===== config.mk =====
export PLATFORM = sky130hd
export DESIGN_NAME = uart_tx_serializer_flat
export DESIGN_NICKNAME = d
export VERILOG_FILES = /design/src/rtl/uart_tx_serializer_if.sv /design/src/rtl/uart_tx_serializer.sv /design/src/flat_wrapper.sv
export SDC_FILE = /design/constraint.sdc
export NUM_CORES = 1
export LEC_CHECK = 0
export BUFFER_PORTS_ARGS = -buffer_cell sky130_fd_sc_hd__buf_4
export CAP_MARGIN = 25
export CORE_ASPECT_RATIO = 1.25
export CORE_MARGIN = 3
export CORE_UTILIZATION = 35
export DETAILED_ROUTE_END_ITERATION = 8
export PLACE_DENSITY = 0.51
export SKIP_CTS_REPAIR_TIMING = 1
export SLEW_MARGIN = 20
export SYNTH_ARGS = -nofsm -noshare
export SYNTH_HDL_FRONTEND = slang
export SYNTH_SLANG_ARGS = --single-unit

===== constraint.sdc =====
create_clock -name i_clk -period 2.2 [get_ports i_clk]
set_clock_uncertainty 0.05 [all_clocks]
set_input_delay 0.44 -clock i_clk [delete_from_list [all_inputs] [get_ports i_clk]]
set_output_delay 0.44 -clock i_clk [all_outputs]
set_load 0.01 [all_outputs]

===== src/rtl/uart_tx_serializer_if.sv =====
// Byte-in / serial-out handshake between the UART/ALU interface block and the
// transmit serializer.
interface uart_tx_serializer_if #(
    parameter int DATA_BITS = 8
);
    logic                 i_tx_start;
    logic [DATA_BITS-1:0] i_data;
    logic                 o_tx;
    logic                 o_tx_active;
    logic                 o_tx_done;

    modport master (
        output i_tx_start,
        output i_data,
        input  o_tx,
        input  o_tx_active,
        input  o_tx_done
    );

    modport slave (
        input  i_tx_start,
        input  i_data,
        output o_tx,
        output o_tx_active,
        output o_tx_done
    );
endinterface


===== src/rtl/uart_tx_serializer.sv =====
// UART transmitter: start bit, DATA_BITS data bits LSB first, SB_TICK ticks of stop,
// paced by a 16x oversampling baud tick. All outputs are registered.
module uart_tx_serializer #(
    parameter int DATA_BITS  = 8,
    parameter int SB_TICK    = 16,
    parameter int OVERSAMPLE = 16
) (
    input  logic                 i_clk,
    input  logic                 i_reset,
    input  logic                 i_tick,
    uart_tx_serializer_if.slave  tx_if
);
    localparam int S_MAX = (OVERSAMPLE > SB_TICK) ? OVERSAMPLE : SB_TICK;
    localparam int S_W   = (S_MAX > 1) ? $clog2(S_MAX) : 1;
    localparam int N_W   = (DATA_BITS > 1) ? $clog2(DATA_BITS) : 1;

    localparam logic [S_W-1:0] S_BIT_LAST  = S_W'(OVERSAMPLE - 1);
    localparam logic [S_W-1:0] S_STOP_LAST = S_W'(SB_TICK - 1);
    localparam logic [N_W-1:0] N_LAST      = N_W'(DATA_BITS - 1);

    typedef enum logic [1:0] {
        ST_IDLE  = 2'd0,
        ST_START = 2'd1,
        ST_DATA  = 2'd2,
        ST_STOP  = 2'd3
    } state_t;

    state_t               state_r,  state_nxt_s;
    logic [S_W-1:0]       s_r,      s_nxt_s;
    logic [N_W-1:0]       n_r,      n_nxt_s;
    logic [DATA_BITS-1:0] shift_r,  shift_nxt_s;
    logic                 tx_r,     tx_nxt_s;
    logic                 active_r, active_nxt_s;
    logic                 done_r,   done_nxt_s;

    // Next-state, counter and shift-register logic; outputs are derived from the next state.
    always_comb begin
        state_nxt_s = state_r;
        s_nxt_s     = s_r;
        n_nxt_s     = n_r;
        shift_nxt_s = shift_r;
        done_nxt_s  = 1'b0;

        case (state_r)
            ST_IDLE: begin
                if (tx_if.i_tx_start) begin
                    state_nxt_s = ST_START;
                    s_nxt_s     = '0;
                end else begin
                    state_nxt_s = ST_IDLE;
                end
            end
            ST_START: begin
                if (i_tick && (s_r == S_BIT_LAST)) begin
                    // Byte is captured late so upstream can present it after seeing o_tx_active.
                    state_nxt_s = ST_DATA;
                    s_nxt_s     = '0;
                    n_nxt_s     = '0;
                    shift_nxt_s = tx_if.i_data;
                end else if (i_tick) begin
                    s_nxt_s = s_r + S_W'(1);
                end else begin
                    s_nxt_s = s_r;
                end
            end
            ST_DATA: begin
                if (i_tick && (s_r == S_BIT_LAST)) begin
                    s_nxt_s     = '0;
                    shift_nxt_s = shift_r >> 1;
                    if (n_r == N_LAST) begin
                        state_nxt_s = ST_STOP;
                    end else begin
                        n_nxt_s = n_r + N_W'(1);
                    end
                end else if (i_tick) begin
                    s_nxt_s = s_r + S_W'(1);
                end else begin
                    s_nxt_s = s_r;
                end
            end
            ST_STOP: begin
                if (i_tick && (s_r == S_STOP_LAST)) begin
                    state_nxt_s = ST_IDLE;
                    s_nxt_s     = '0;
                    done_nxt_s  = 1'b1;
                end else if (i_tick) begin
                    s_nxt_s = s_r + S_W'(1);
                end else begin
                    s_nxt_s = s_r;
                end
            end
            default: begin
                state_nxt_s = ST_IDLE;
                s_nxt_s     = '0;
                n_nxt_s     = '0;
            end
        endcase

        active_nxt_s = (state_nxt_s != ST_IDLE);
        case (state_nxt_s)
            ST_START: tx_nxt_s = 1'b0;
            ST_DATA:  tx_nxt_s = shift_nxt_s[0];
            default:  tx_nxt_s = 1'b1;
        endcase
    end

    // State, counters, shift register and registered outputs.
    always_ff @(posedge i_clk) begin
        if (i_reset) begin
            state_r  <= ST_IDLE;
            s_r      <= '0;
            n_r      <= '0;
            shift_r  <= '0;
            tx_r     <= 1'b1;
            active_r <= 1'b0;
            done_r   <= 1'b0;
        end else begin
            state_r  <= state_nxt_s;
            s_r      <= s_nxt_s;
            n_r      <= n_nxt_s;
            shift_r  <= shift_nxt_s;
            tx_r     <= tx_nxt_s;
            active_r <= active_nxt_s;
            done_r   <= done_nxt_s;
        end
    end

    assign tx_if.o_tx        = tx_r;
    assign tx_if.o_tx_active = active_r;
    assign tx_if.o_tx_done   = done_r;
endmodule

===== src/flat_wrapper.sv =====
// flat-port wrapper written by rule: the top's interface ports become plain ports
module uart_tx_serializer_flat 
#(
    parameter int DATA_BITS  = 8,
    parameter int SB_TICK    = 16,
    parameter int OVERSAMPLE = 16
)
  (i_clk, i_reset, i_tick, tx_if_i_tx_start, tx_if_i_data, tx_if_o_tx, tx_if_o_tx_active, tx_if_o_tx_done);
  uart_tx_serializer_if #(.DATA_BITS(DATA_BITS)) tx_if_i ();
  input  logic i_clk;
  input  logic i_reset;
  input  logic i_tick;
  input wire logic [$bits(tx_if_i.i_tx_start)-1:0] tx_if_i_tx_start;
  input wire logic [$bits(tx_if_i.i_data)-1:0] tx_if_i_data;
  output wire logic [$bits(tx_if_i.o_tx)-1:0] tx_if_o_tx;
  output wire logic [$bits(tx_if_i.o_tx_active)-1:0] tx_if_o_tx_active;
  output wire logic [$bits(tx_if_i.o_tx_done)-1:0] tx_if_o_tx_done;
  assign tx_if_i.i_tx_start = tx_if_i_tx_start;
  assign tx_if_i.i_data = tx_if_i_data;
  assign tx_if_o_tx = tx_if_i.o_tx;
  assign tx_if_o_tx_active = tx_if_i.o_tx_active;
  assign tx_if_o_tx_done = tx_if_i.o_tx_done;
  uart_tx_serializer #(.DATA_BITS(DATA_BITS), .SB_TICK(SB_TICK), .OVERSAMPLE(OVERSAMPLE)) u_core (.i_clk(i_clk), .i_reset(i_reset), .i_tick(i_tick), .tx_if(tx_if_i));
endmodule

# Word level (Yosys, flattened, before mapping)
# Index checks and enable logic that the tools add are counted.
[word_totals]
regBits = 20
out_inout_bits = 3
[classes]
addsub = 2
n_eq_ne = 12
n_mux = 19
n_bitwise = 1
n_reduce_logical = 9
[op_table]
columns = ["operator", "count"]
rows = [
  ["$mux W8", 2],
  ["$pmux W8 S2", 1],
  ["$mux W4", 3],
  ["$mux W3", 3],
  ["$mux W2", 4],
  ["$pmux W2 S4", 1],
  ["$pmux W4 S2", 1],
  ["$eq A2 B2 Y1 const B", 3],
  ["$pmux W3 S2", 1],
  ["$add A4 B1 Y4 const B", 1],
  ["$eq A2 B1 Y1 const B", 2],
  ["$eq A4 B4 Y1 const B", 1],
  ["$ne A2 B1 Y1 const B", 2],
  ["$ne A2 B2 Y1 const B", 2],
  ["$reduce_and A4 Y1", 1],
  ["$reduce_bool A2 Y1", 2],
  ["$add A3 B1 Y3 const B", 1],
  ["$eq A3 B3 Y1 const B", 1],
  ["$ne A3 B1 Y1 const B", 1],
  ["$reduce_and A3 Y1", 1],
  ["$reduce_or A3 Y1", 1],
  ["$logic_not A2 Y1", 1],
  ["$mux W1", 2],
  ["$pmux W1 S2", 1],
  ["4 further kinds", 4],
]

# Logic depth before layout (Yosys ltp)
# Gate-level depths: netlist of the first run.
[depth]
word_depth = 6
ltp_mapped = 9

# Worst setup path after synthesis of the first run
# OpenSTA, ideal clock, no wires.
[synth_path]
path_kind = "register to register"
startpoint = "register u_core.s_r[0]"
endpoint = "register u_core.tx_r (netlist: u_core.tx_if.o_tx)"
setup_ps = 114
arrival_time_ps = 1669
slack_ps = 367
path_stages_with_launch = 8
synth_period_minus_slack_ps = 1833
cell_sequence = "dfxtp_1 -> ha_1 -> and4_1 -> buf_6 -> nor3_2 -> a211o_1 -> or3_1 -> a21o_1"
[synth_between]
elab_chain_cells = 6
elab_cells_between_ends = 12
cone_classes = "3 x eq/ne; 8 x mux; 1 x reduce/logical"
[synth_rtl]
columns = ["item", "line", "text"]
rows = [
  ["start, declared", "uart_tx_serializer.sv:29", "logic [S_W-1:0] s_r, s_nxt_s;"],
  ["start signal, assigned", "uart_tx_serializer.sv:119", "s_r <= s_nxt_s;"],
  ["$eq A4 B4 Y1 (*)", "uart_tx_serializer.sv:54, uart_tx_serializer.sv:67, uart_tx_serializer.sv:82", ""],
  ["$logic_and A1 B1 Y1 (*)", "uart_tx_serializer.sv:54, uart_tx_serializer.sv:67, uart_tx_serializer.sv:82", ""],
  ["$mux W2, on equally long branches", "uart_tx_serializer.sv:82, uart_tx_serializer.sv:54, uart_tx_serializer.sv:67", ""],
  ["$pmux W2 S4", "uart_tx_serializer.sv:44", "case (state_r)"],
  ["$eq A2 B2 Y1 / $eq A2 B1 Y1 (equally long branches)", "uart_tx_serializer.sv:100", "case (state_nxt_s)"],
  ["$pmux W1 S2 (*)", "uart_tx_serializer.sv:100", ""],
  ["end signal, assigned", "uart_tx_serializer.sv:122", "tx_r <= tx_nxt_s;"],
  ["end, declared", "uart_tx_serializer.sv:32", "logic tx_r, tx_nxt_s;"],
]
# Every way passes the cells marked *; elsewhere a longest branch is shown, timed or not. The select of a mux whose other input is x is not followed.
# A chain may end at the register's enable or synchronous reset.

# Final worst setup path of the first run
# Ends and elaborated chain as after synthesis.

==> flow_results.org, run 1 <==
** STA
- After layout, the worst path uses 89.4% of the clock period.
- Highest attainable clock frequency :: 508 MHz
- At the pin with the least slew margin, the transition time is 0.408 ns.
- After routing, the total negative slack on setup checks comes to 0 ns.
- Post-layout min period :: 1.97 ns
- The number of pins with negative max-slew slack in the final report was 0.
- Hold violation count in the final report :: 0
- Setup violations remaining at the end of the flow were counted as 0.
- Setup repair after global routing missed its margin :: false
- Max_slew headroom :: 72.6%

** Synthesis
- During synthesis, Yosys emitted a total of 0 warnings.
- EDFF count, synth :: 0
- Async set or reset register ratio after synthesis :: 0%
- Synth Net Count :: 139
- Syn Area/Cell :: 8.37 um^2
- Count of distinct cell types in the synthesized netlist :: 31
- Synthesized instance count :: 119
- Main synth FF type :: dfxtp_1
- Area of the mapped netlist :: 996 um^2
- Post-synthesis register bit count :: 20
- Summing the sequential cell areas from Yosys gives 40.2% of the chip area.

** Clock tree
- Number of sinks driven by the clock tree :: 20
- H-tree depth :: 1
- In this run the deepest clock path goes through 2 buffers.
- Insertion delay to the later sink of the worst-skew pair :: 0.31 ns
- CTS tree :: done
- CTS placed an instance of clkbuf_4 at the clock tree root.
- CTS clk-pin slew, worst paths :: 0.12 ns
- Number of buffers inserted during clock tree synthesis :: 3

** Worst setup path
- Worst-path fanout max :: 6
- At the worst endpoint, the required time is 2.37 ns.
- The worst setup path is launched from a flop.
- By startpoint and endpoint, the worst setup path is classified as flop to flop.
- Data arrival at the endpoint of the critical path :: 2.13 ns
- The worst setup path is captured at a flop.

** GRT
- For met3 alone, demand over resource in global routing was 2.72%.
- Antenna violations before repair :: 0
- Global routing used 21.7% of the available met2 tracks.
- In the global route stage, met1 resource usage came out at 18.2%.
- Entering global routing, the biggest net connects 21 pins.
- The via count of the first global-routing pass was 829.
- GRT Overall Usage :: 14.0%
- The first global-routing pass estimated 3.67 mm of wire.
- Global routing's busiest layer :: met2
- Overall overflow remaining after global route :: 0

** Finish
- The post-route netlist has 21.3% of its cells at a drive strength greater than 1.
- Antenna diode count :: 0
- With fillers left out, the area of the finished cells amounts to 1190 um^2.
- Area occupied by registers :: 400 um^2
- The layout has 279 filler cells.
- Total number of nets in the final design :: 157
- Final core utilization :: 43.9%
- Layout Cells excl Fill :: 170
- Multi-input gate area :: 544 um^2
- The area growth from synthesis to layout is 19.3%.

** Detailed routing
- For this block, the routed nets add up to 2.05 mm of wire.
- Vias per inst :: 5.28
- After the first detailed-routing iteration, the DRC count stood at 35.
- Remaining antenna violation count after routing :: 0
- The first detailed-routing pass took 4 iterations.
- Remaining DRCs :: 0
- Number of vias after detailed routing :: 898
- DR WL/cell :: 12.1 um

** Power
- Power density of the placed cells :: 548 nW/um^2
- Standby leakage power :: 0.482 nW
- Worst vdd ir :: 304 uV

** Worst hold path
- Class of the most critical hold timing path :: input pin to flop

** Die
- Effective utilization at floorplan :: 36.8%
- Number of ports placed on the die boundary :: 15
- The die covers 3530 um^2.
- The die is 65.6 um tall.
- Core region area :: 2710 um^2
- Row count :: 21
- The floorplan step set the die width to 53.7 um.

** Place
- After detailed placement, the total cell area comes to 1150 um^2.
- After legalization and detailed placement, the total HPWL measured 1.50 mm.
- The congestion estimate from routability-driven global placement came to 0.852.
- Input and output buffers added on the ports amount to 14.
- The number of placed instances, taps included, is 166.

** Run
- Across the run, the number of max-cap violations was 0.

** Status
- The run finished with clean final reports.
==> logic make-up after synthesis <==
family / Yosys count / synth area share, %
AND/OR/NAND/NOR: 44 / 21.6
AO/OA/AOI/OAI: 35 / 21.9
flip-flops: 20 / 40.2
buffers and inverters: 11 / 5.15
adder cells (fa/ha/maj): 8 / 10.1
multiplexers: 1 / 1.13
==> layer usage <==
layer  wire (um)  part of all wire, %
met1         965                   47
met4          48                  2.3
met3          44                  2.1
met2         996                   48
met5           0                    0
==> cell usage in the layout, fill, tap and decap left out, drive strengths merged, types with 2 or more instances in the layout <==
cell type  Yosys  final
buf            3     20
dfxtp         20     20
nor2          19     19
a21oi         14     14
a22oi         10     10
nand2          9      9
ha             8      8
o21ai          5      5
inv            4      4
nor3           4      4
clkbuf         4      4
nand4          2      2
==> metrics by stage <==
stage | hold WS, ns | setup slack [ns] | power [W]
3_3_place_gp | 0.403 | 0.299 | 0.000439
5_1_grt | 0.389 | 0.128 | 0.000686
6_report | 0.368 | 0.233 | 0.000651
4_1_cts | 0.352 | 0.246 | 0.000660
2_1_floorplan | 0.382 | 0.367 | 0.000409
3_5_place_dp | 0.410 | 0.256 | 0.000440
==> synthesized netlist by cell type (all sizes together), types with 2 or more instances <==
library cell	n	area share, %
nor3	4	2.5
inv	4	1.5
o21ai	5	2.5
clkbuf	4	1.5
buf	3	2.1
dfxtp	20	40
nor2	19	7.2
nand2	9	3.4
a21oi	14	7.0
ha	8	10
nand4	2	1.3
a22oi	10	7.5
==> path summary, 6_finish.rpt <==
check,from,to,slack [ns],cells past startpoint
worst min-delay path,tx_if_i_data[7],u_core.shift_r[7],0.37,3
worst max register to register,u_core.s_r[0],u_core.tx_if.o_tx,0.23,6
worst max-delay path,u_core.s_r[0],u_core.tx_if.o_tx,0.23,6
worst min register to register,u_core.shift_r[7],u_core.shift_r[7],0.43,2
==> where the power goes <==
group	switching, W	total [W]	internal, W
clock network	0.000119	0.000220	0.000101
logic	0.0000325	0.0000626	0.0000301
registers	0.00000247	0.000369	0.000366
total	0.000154	0.000651	0.000497
==> worst max-delay path, cell delays in order, from the launching register on <==
cell and delay (ns):
dfxtp_1 0.39, ha_1 0.22, and4_1 0.34, nor3_2 0.06, a211o_1 0.31, or3_1 0.35, a21o_1 0.15
==> flip-flops by register name (all words and copies together) (netlist names) <==
name and cells:
u_core.shift_r 8, u_core.s_r 4, u_core.n_r 3, u_core.state_r 2
u_core.tx_if.o_tx 1, u_core.tx_if.o_tx_active 1, u_core.tx_if.o_tx_done 1
==> layout make-up <==
type                            instances  area share [%]
Multi-Input combinational cell         88            45.8
Sequential cell                        20            33.7
Timing Repair Buffer                   20            12.6
Inverter                                4            1.26
Clock buffer                            4            3.05
Tap cell                               34            3.58
(Power assumes the default switching activity.)
==> run 2, diff against run 1 <==
--- a/config.mk
+++ b/config.mk
@@ -8,7 +8,6 @@
 export BUFFER_PORTS_ARGS = -buffer_cell sky130_fd_sc_hd__buf_4
 export CAP_MARGIN = 25
 export CORE_ASPECT_RATIO = 1.25
-export CORE_MARGIN = 3
 export CORE_UTILIZATION = 35
 export DETAILED_ROUTE_END_ITERATION = 8
 export PLACE_DENSITY = 0.51
==> run 2 against run 1 <==
Against the previous run: non-clock buffer count decreased by 1; routed wire length is 0.93% lower; flip-flop and latch count unchanged; critical path depth unchanged; via count decreased by 3.0%; setup slack got worse by 0.042 ns; die area shrank 13%; clock-buffer cell count fell by 1; final cell count decreased by 1.2%; core utilization shrank 0.36 points; sequential power is essentially flat; largest cell class unchanged.
==> flow_results.org, run 2 (synthesis results as in run 1) <==
** Place
- Count of input and output buffers :: 14 (unchanged)
- Routability congestion estimate :: 0.777 (-8.9%)
- Post-detail-place hpwl :: 1.48 mm (-1.8%)

** Clock tree
- CTS tree :: done
- The clock transition at the registers of the reported paths is 0.11 ns (about the same).
- Number of sinks driven by the clock tree :: 20 (unchanged)
- The largest buffer count on any clock path is 2 (unchanged).
- Number of buffers inserted during clock tree synthesis :: 3 (unchanged)
- H-tree depth :: 1 (unchanged)
- Library cell used as clock root buffer :: clkbuf_4
- Insertion delay to the later sink of the worst-skew pair :: 0.30 ns (about the same)

** GRT
- Global routing's busiest layer :: met2
- The global routing usage summed across all routing layers is 14.5% (+0.48 points).
- Global Route met3 Usage :: 3.46% (+0.74 points)
- The met1 track demand over resource was 18.4% (+0.16 points).
- Maximum number of pins on one net before global-route repair :: 21 (unchanged)
- Overall overflow remaining after global route :: 0 (unchanged)
- Wire length of the first global-routing pass :: 3.30 mm (-10%)
- Met2 Track Usage GR :: 23.2% (+1.5 points)
- The via count of the first global-routing pass was 735 (-11%).
- The initial antenna violation count was 0 (unchanged).

** Worst setup path
- The arrival time at the worst endpoint came to 2.17 ns (+0.04 ns).
- The minimum setup slack among reg-to-reg paths was 0.19 ns (-0.04 ns).
- Largest delay share family, worst path :: simple AND/OR/NAND/NOR gates
- Highest-delay cell along the critical path :: and4_1
- The signal on the critical path passes through ha_1 -> and4_1 -> nor3_2 -> a211o_1 -> or3_1 -> a21o_1.
- The worst setup path is launched from a flop.
- Worst-path fanout max :: 8 (+2)
- The depth of the worst register-to-register path was 6 (unchanged).
- Type of the worst setup path :: flop to flop
- The delay of the slowest cell on the worst path is 0.39 ns (about the same).
- The instance count on the critical path came to 6 (unchanged).
- The worst setup path is captured at a flop.
- Required time of the critical path :: 2.36 ns (about the same)
- The buffers plus inverters on the worst setup path was 0 (unchanged).

** Finish
- Antenna diode count :: 0 (unchanged)
- Area added between synthesis and finish :: 17.2%
- Layout cells sized above 1 :: 20.1% (-1.2 points)
- The largest registers in the layout are u_core.shift_r (8), u_core.s_r (4), u_core.n_r (3).
- The net count of the finished layout was 156 (-0.64%).
- Ranked by flip-flop count, first place goes to u_core.shift_r.
- Commonest cells after routing, fill and taps aside :: 20 x dfxtp_1, 19 x nor2_1, 19 x buf_4
- The library cell used most frequently in the layout, excluding fill and tap cells, is dfxtp_1.
- Max FFs per register :: 8 (unchanged)

** Worst hold path
- Worst hold stages :: 3 (unchanged)
- In this run the worst hold path is classified as input pin to flop.

** STA
- Max_slew headroom :: 71.2% (-1.4 points)
- Number of setup violations in the final report :: 0 (unchanged)
- The number of pins with negative max-slew slack in the final report was 0 (unchanged).
- Highest attainable clock frequency :: 498 MHz (-2.1%)
- The setup TNS was 0 ns (unchanged).
- Setup repair after global routing missed its margin :: false
- The share of the clock period used by the worst path after layout was 91.3% (+1.9 points).
- The minimum period implied by the final worst setup slack was 2.01 ns (+0.0422 ns).
- Hold violation count in the final report :: 0 (unchanged)
- The slew at the pin closest to its max-slew limit was 0.428 ns (+0.0204 ns).

** Detailed routing
- Number of iterations in the first detailed-routing pass :: 4 (unchanged)
- The routed wirelength normalized by instance count is 12.1 um (+0.25%).
- The total number of vias is 871 (-3.0%).
- The vias per cell was 5.18 (-1.9%).
- The remaining antenna violation count was 0 (unchanged).
- Routed wire length :: 2.04 mm (-0.93%)
- The iteration-0 DRC count of the detailed router is 19 (-46%).
- Remaining DRCs :: 0 (unchanged)

** Die
- The total die area was 3060 um^2 (-13%).
- Number of ports placed on the die boundary :: 15 (unchanged)
- The effective utilization at floorplan came to 37.2% (+0.36 points).
- Row count :: 21 (unchanged)
- Core region area :: 2680 um^2 (-0.97%)
- Width of the chip :: 49.7 um (-7.4%)
- The vertical die dimension is 61.6 um (-6.1%).

** Power
- Worst vdd ir :: 251 uV (-17%)
- Power density of the placed cells :: 519 nW/um^2 (-5.2%)
- Standby leakage power :: 0.470 nW (-2.6%)
- Overall Power :: 0.000606 W (-6.9%)

** Run
- Reported max-cap violation count :: 0 (unchanged)

** Status
- Run status :: completed
==> run 2: where the power goes <==
group          switching (W)  internal, W
sequential        0.00000259     0.000366
combinational      0.0000324    0.0000301
clock               0.000111    0.0000638
total               0.000146     0.000460
==> run 2: per-stage QoR <==
step / setup slack, ns / instance area [um^2] / hold slack, ns / utilization [%] / instances
5_1_grt: 0.0670 / 1170 / 0.387 / 43.6 / 168
6_report: 0.191 / 1170 / 0.377 / 43.6 / 168
4_1_cts: 0.184 / 1170 / 0.363 / 43.6 / 168
3_5_place_dp: 0.204 / 1140 / 0.401 / 42.7 / 165
2_1_floorplan: 0.367 / 996 / 0.382 / - / 119
3_3_place_gp: 0.237 / 1140 / 0.401 / 42.7 / 165
==> run 2: path summary, 6_finish.rpt <==
check	from	endpoint
max	u_core.s_r[0]	u_core.tx_if.o_tx
min	tx_if_i_data[7]	u_core.shift_r[7]
max reg2reg	u_core.s_r[0]	u_core.tx_if.o_tx
min reg2reg	u_core.shift_r[7]	u_core.shift_r[7]
==> run 2: worst reg2reg max path, cell delays in order, from the launching register on <==
cell	delay, ns
dfxtp_1	0.38
ha_1	0.21
and4_1	0.39
nor3_2	0.06
a211o_1	0.31
or3_1	0.36
a21o_1	0.16
==> run 2: final cells by class <==
cell class	instances	area, um^2
multi-input cells	88	544
clock buffers	3	22.5
well taps	34	42.5
inverters	4	15.0
flip-flops and latches	20	400
fillers	300	1510
repair buffers	19	143
==> run 2: layer usage <==
metal	vias up	routed length [um]
met3	5	76
met5	-	0
li1	458	-
met2	14	911
met4	0	38
met1	394	1010
==> run 3, diff against run 2 <==
--- a/config.mk
+++ b/config.mk
@@ -8,9 +8,9 @@
 export BUFFER_PORTS_ARGS = -buffer_cell sky130_fd_sc_hd__buf_4
 export CAP_MARGIN = 25
 export CORE_ASPECT_RATIO = 1.25
-export CORE_UTILIZATION = 35
+export CORE_UTILIZATION = 42
 export DETAILED_ROUTE_END_ITERATION = 8
-export PLACE_DENSITY = 0.51
+export PLACE_DENSITY = 0.6
 export SKIP_CTS_REPAIR_TIMING = 1
 export SLEW_MARGIN = 20
 export SYNTH_ARGS = -nofsm -noshare
==> run 3 against run 2 <==
Against the previous run: critical path depth did not move; clock-buffer cell count rose by 1; global-route usage rose by 3.5 points; total power rose by 6.6%; design area rose by 0.86%; hold slack improved by 0.022 ns.
==> flow_results.org, run 3 (synthesis results as in run 1) <==
** Power
- The total chip power came to 0.000646 W (+6.6%).
- Standby leakage power :: 0.477 nW (+1.5%)
- The maximum vdd ir drop is 381 uV (+52%).
- The power density normalized to cell area is 549 nW/um^2 (+5.7%).

** Finish
- Total number of nets in the final design :: 156 (unchanged)
- Counting flops per register, the top entry is u_core.shift_r.
- Final core utilization :: 53.3% (+9.7 points)
- The share of final-layout standard cells stronger than drive strength 1 came to 20.7% (+0.59 points).
- The area growth from synthesis to layout is 18.2%.
- Antenna diode count :: 0 (unchanged)
- Commonest cells after routing, fill and taps aside :: 20 x dfxtp_1, 19 x nor2_1, 19 x buf_4
- The library cell used most frequently in the layout, excluding fill and tap cells, is dfxtp_1.
- The final non-filler cell total came to 166 (-1.2%).
- Largest registers :: u_core.shift_r (8), u_core.s_r (4), u_core.n_r (3)
- Max FFs per register :: 8 (unchanged)

** Status
- Run status :: completed

** Worst setup path
- Type of the worst setup path :: flop to flop
- Among all stages on the critical path, the largest delay is contributed by dfxtp_1.
- Required time of the critical path :: 2.36 ns (about the same)
- The arrival time at the worst endpoint came to 2.19 ns (+0.02 ns).
- STA classifies the critical path endpoint as a flop.
- Chain of cells forming the critical path :: ha_1 -> and4_1 -> nor3_2 -> a211o_1 -> or3_1 -> a21o_1
- The delay of the slowest cell on the worst path is 0.39 ns (about the same).
- The biggest fanout along the worst timing path is 8 (unchanged).
- Startpoint type of the worst setup path :: flop

** Die
- The top-level I/O count was 15 (unchanged).
- The area of the placeable core is 2210 um^2 (-18%).
- The effective utilization at floorplan was 45.0% (+7.9 points).
- The row count is 19 (-9.5%).
- The die boundary width is 45.6 um (-8.4%).
- The total die area is 2570 um^2 (-16%).
- The vertical die dimension is 56.4 um (-8.4%).

** Detailed routing
- The first-pass detailed-route iteration total is 4 (unchanged).
- Routed wire length :: 2.02 mm (-0.59%)
- DR WL/cell :: 12.2 um (+0.61%)
- The remaining antenna violation count was 0 (unchanged).
- Vias per inst :: 5.36 (+3.4%)
- Number of vias after detailed routing :: 890 (+2.2%)
- The iteration-0 DRC count of the detailed router is 21 (+2).
- The number of remaining DRC errors came to 0 (unchanged).

** GRT
- The largest net degree at the start of global routing was 21 (unchanged).
- Antenna violations before repair :: 0 (unchanged)
- The global-route wire length before repair is 3.42 mm (+3.5%).
- The final global-route overflow total was 0 (unchanged).
- Number of global-route vias before repair :: 833 (+13%)
- GRT Overall Usage :: 18.0% (+3.5 points)

** STA
- Highest attainable clock frequency :: 493 MHz (-0.96%)
- The tightest slew margin relative to the limit came to 73.8% (+2.6 points).
- Transition time at the pin with the least slew margin :: 0.389 ns (-0.0392 ns)
- Final worst hold slack :: 0.399 ns (+0.0225 ns)
- The number of pins with negative max-slew slack in the final report is 0 (unchanged).
- Setup repair after global routing missed its margin :: false
- TNS Setup :: 0 ns (unchanged)
- Final period util :: 92.2% (+0.89 points)
- Number of setup violations in the final report :: 0 (unchanged)
- Post-layout min period :: 2.03 ns (+0.0195 ns)
- Hold violation count in the final report :: 0 (unchanged)

** Clock tree
- Deepest clock path buffer count :: 2 (unchanged)
- TritonCTS built the clock tree.
- The number of buffers added by the clock tree synthesis step was 3 (unchanged).
- Library cell used as clock root buffer :: clkbuf_4
- CTS clk-pin slew, worst paths :: 0.11 ns (about the same)
- The maximum level of the CTS H-tree is 1 (unchanged).
- Insertion delay to the later sink of the worst-skew pair :: 0.30 ns (about the same)
- Number of sinks driven by the clock tree :: 20 (unchanged)

** Place
- The global placer's final weighted congestion was 0.800 (+2.9%).
- The placed wire-length estimate came to 1.44 mm (-2.5%).
- Count of input and output buffers :: 14 (unchanged)
- The count of placed standard cells including taps is 162 (-1.8%).

** Run
- The max-cap check violation count was 0 (unchanged).

** Worst hold path
- Class of the most critical hold timing path :: input pin to flop
-- run 3: changes by cell type in the layout (fill, tap and decap cells not counted) --
| cell | before | now |
|---|---|---|
| clkbuf_8 | 0 | 1 |
-- run 3: per-layer routing --
metal  GRT usage (%)  vias up  wire [um]  part of all wire [%]
met5               0        -          0                     0
met4            7.79        0         21                   1.0
met3            3.86        2         59                   2.9
met2            29.2       12       1040                    52
met1            21.9      418        898                    44
li1                -      458          -                     -
-- run 3: final timing paths --
| path | from | to | slack [ns] | cells past startpoint |
|---|---|---|---|---|
| max | u_core.s_r[0] | u_core.tx_if.o_tx | 0.17 | 6 |
| min reg2reg | u_core.shift_r[7] | u_core.shift_r[7] | 0.44 | 2 |
| min | tx_if_i_data[7] | u_core.shift_r[7] | 0.40 | 3 |
| max reg2reg | u_core.s_r[0] | u_core.tx_if.o_tx | 0.17 | 6 |
-- run 3: area by class of cell --
cell class | instances | area [um^2]
Sequential cell | 20 | 400
Timing Repair Buffer | 19 | 143
Clock buffer | 4 | 36.3
Multi-Input combinational cell | 88 | 544
Tap cell | 31 | 38.8
Fill cell | 229 | 1030
Inverter | 4 | 15.0
-- run 3: where the power goes --
group | internal (W) | total (W) | switching [W]
Combinational | 0.0000302 | 0.0000622 | 0.0000320
Clock | 0.000101 | 0.000215 | 0.000114
Sequential | 0.000366 | 0.000369 | 0.00000279
Total | 0.000497 | 0.000646 | 0.000149
-- run 3: worst max-delay path: cells and delay by family (launching register included) --
| kind | cells | cell delay (ns) |
|---|---|---|
| flops | 1 | 0.39 |
| compound gates | 2 | 0.47 |
| simple gates | 3 | 0.80 |
| fa+ha+maj | 1 | 0.23 |
-- run 3: through the flow --
step / instance area, um^2 / setup slack (ns)
2_1_floorplan: 996 / 0.367
3_3_place_gp: 1140 / 0.264
3_5_place_dp: 1140 / 0.214
4_1_cts: 1180 / 0.190
5_1_grt: 1180 / 0.0665
6_report: 1180 / 0.171
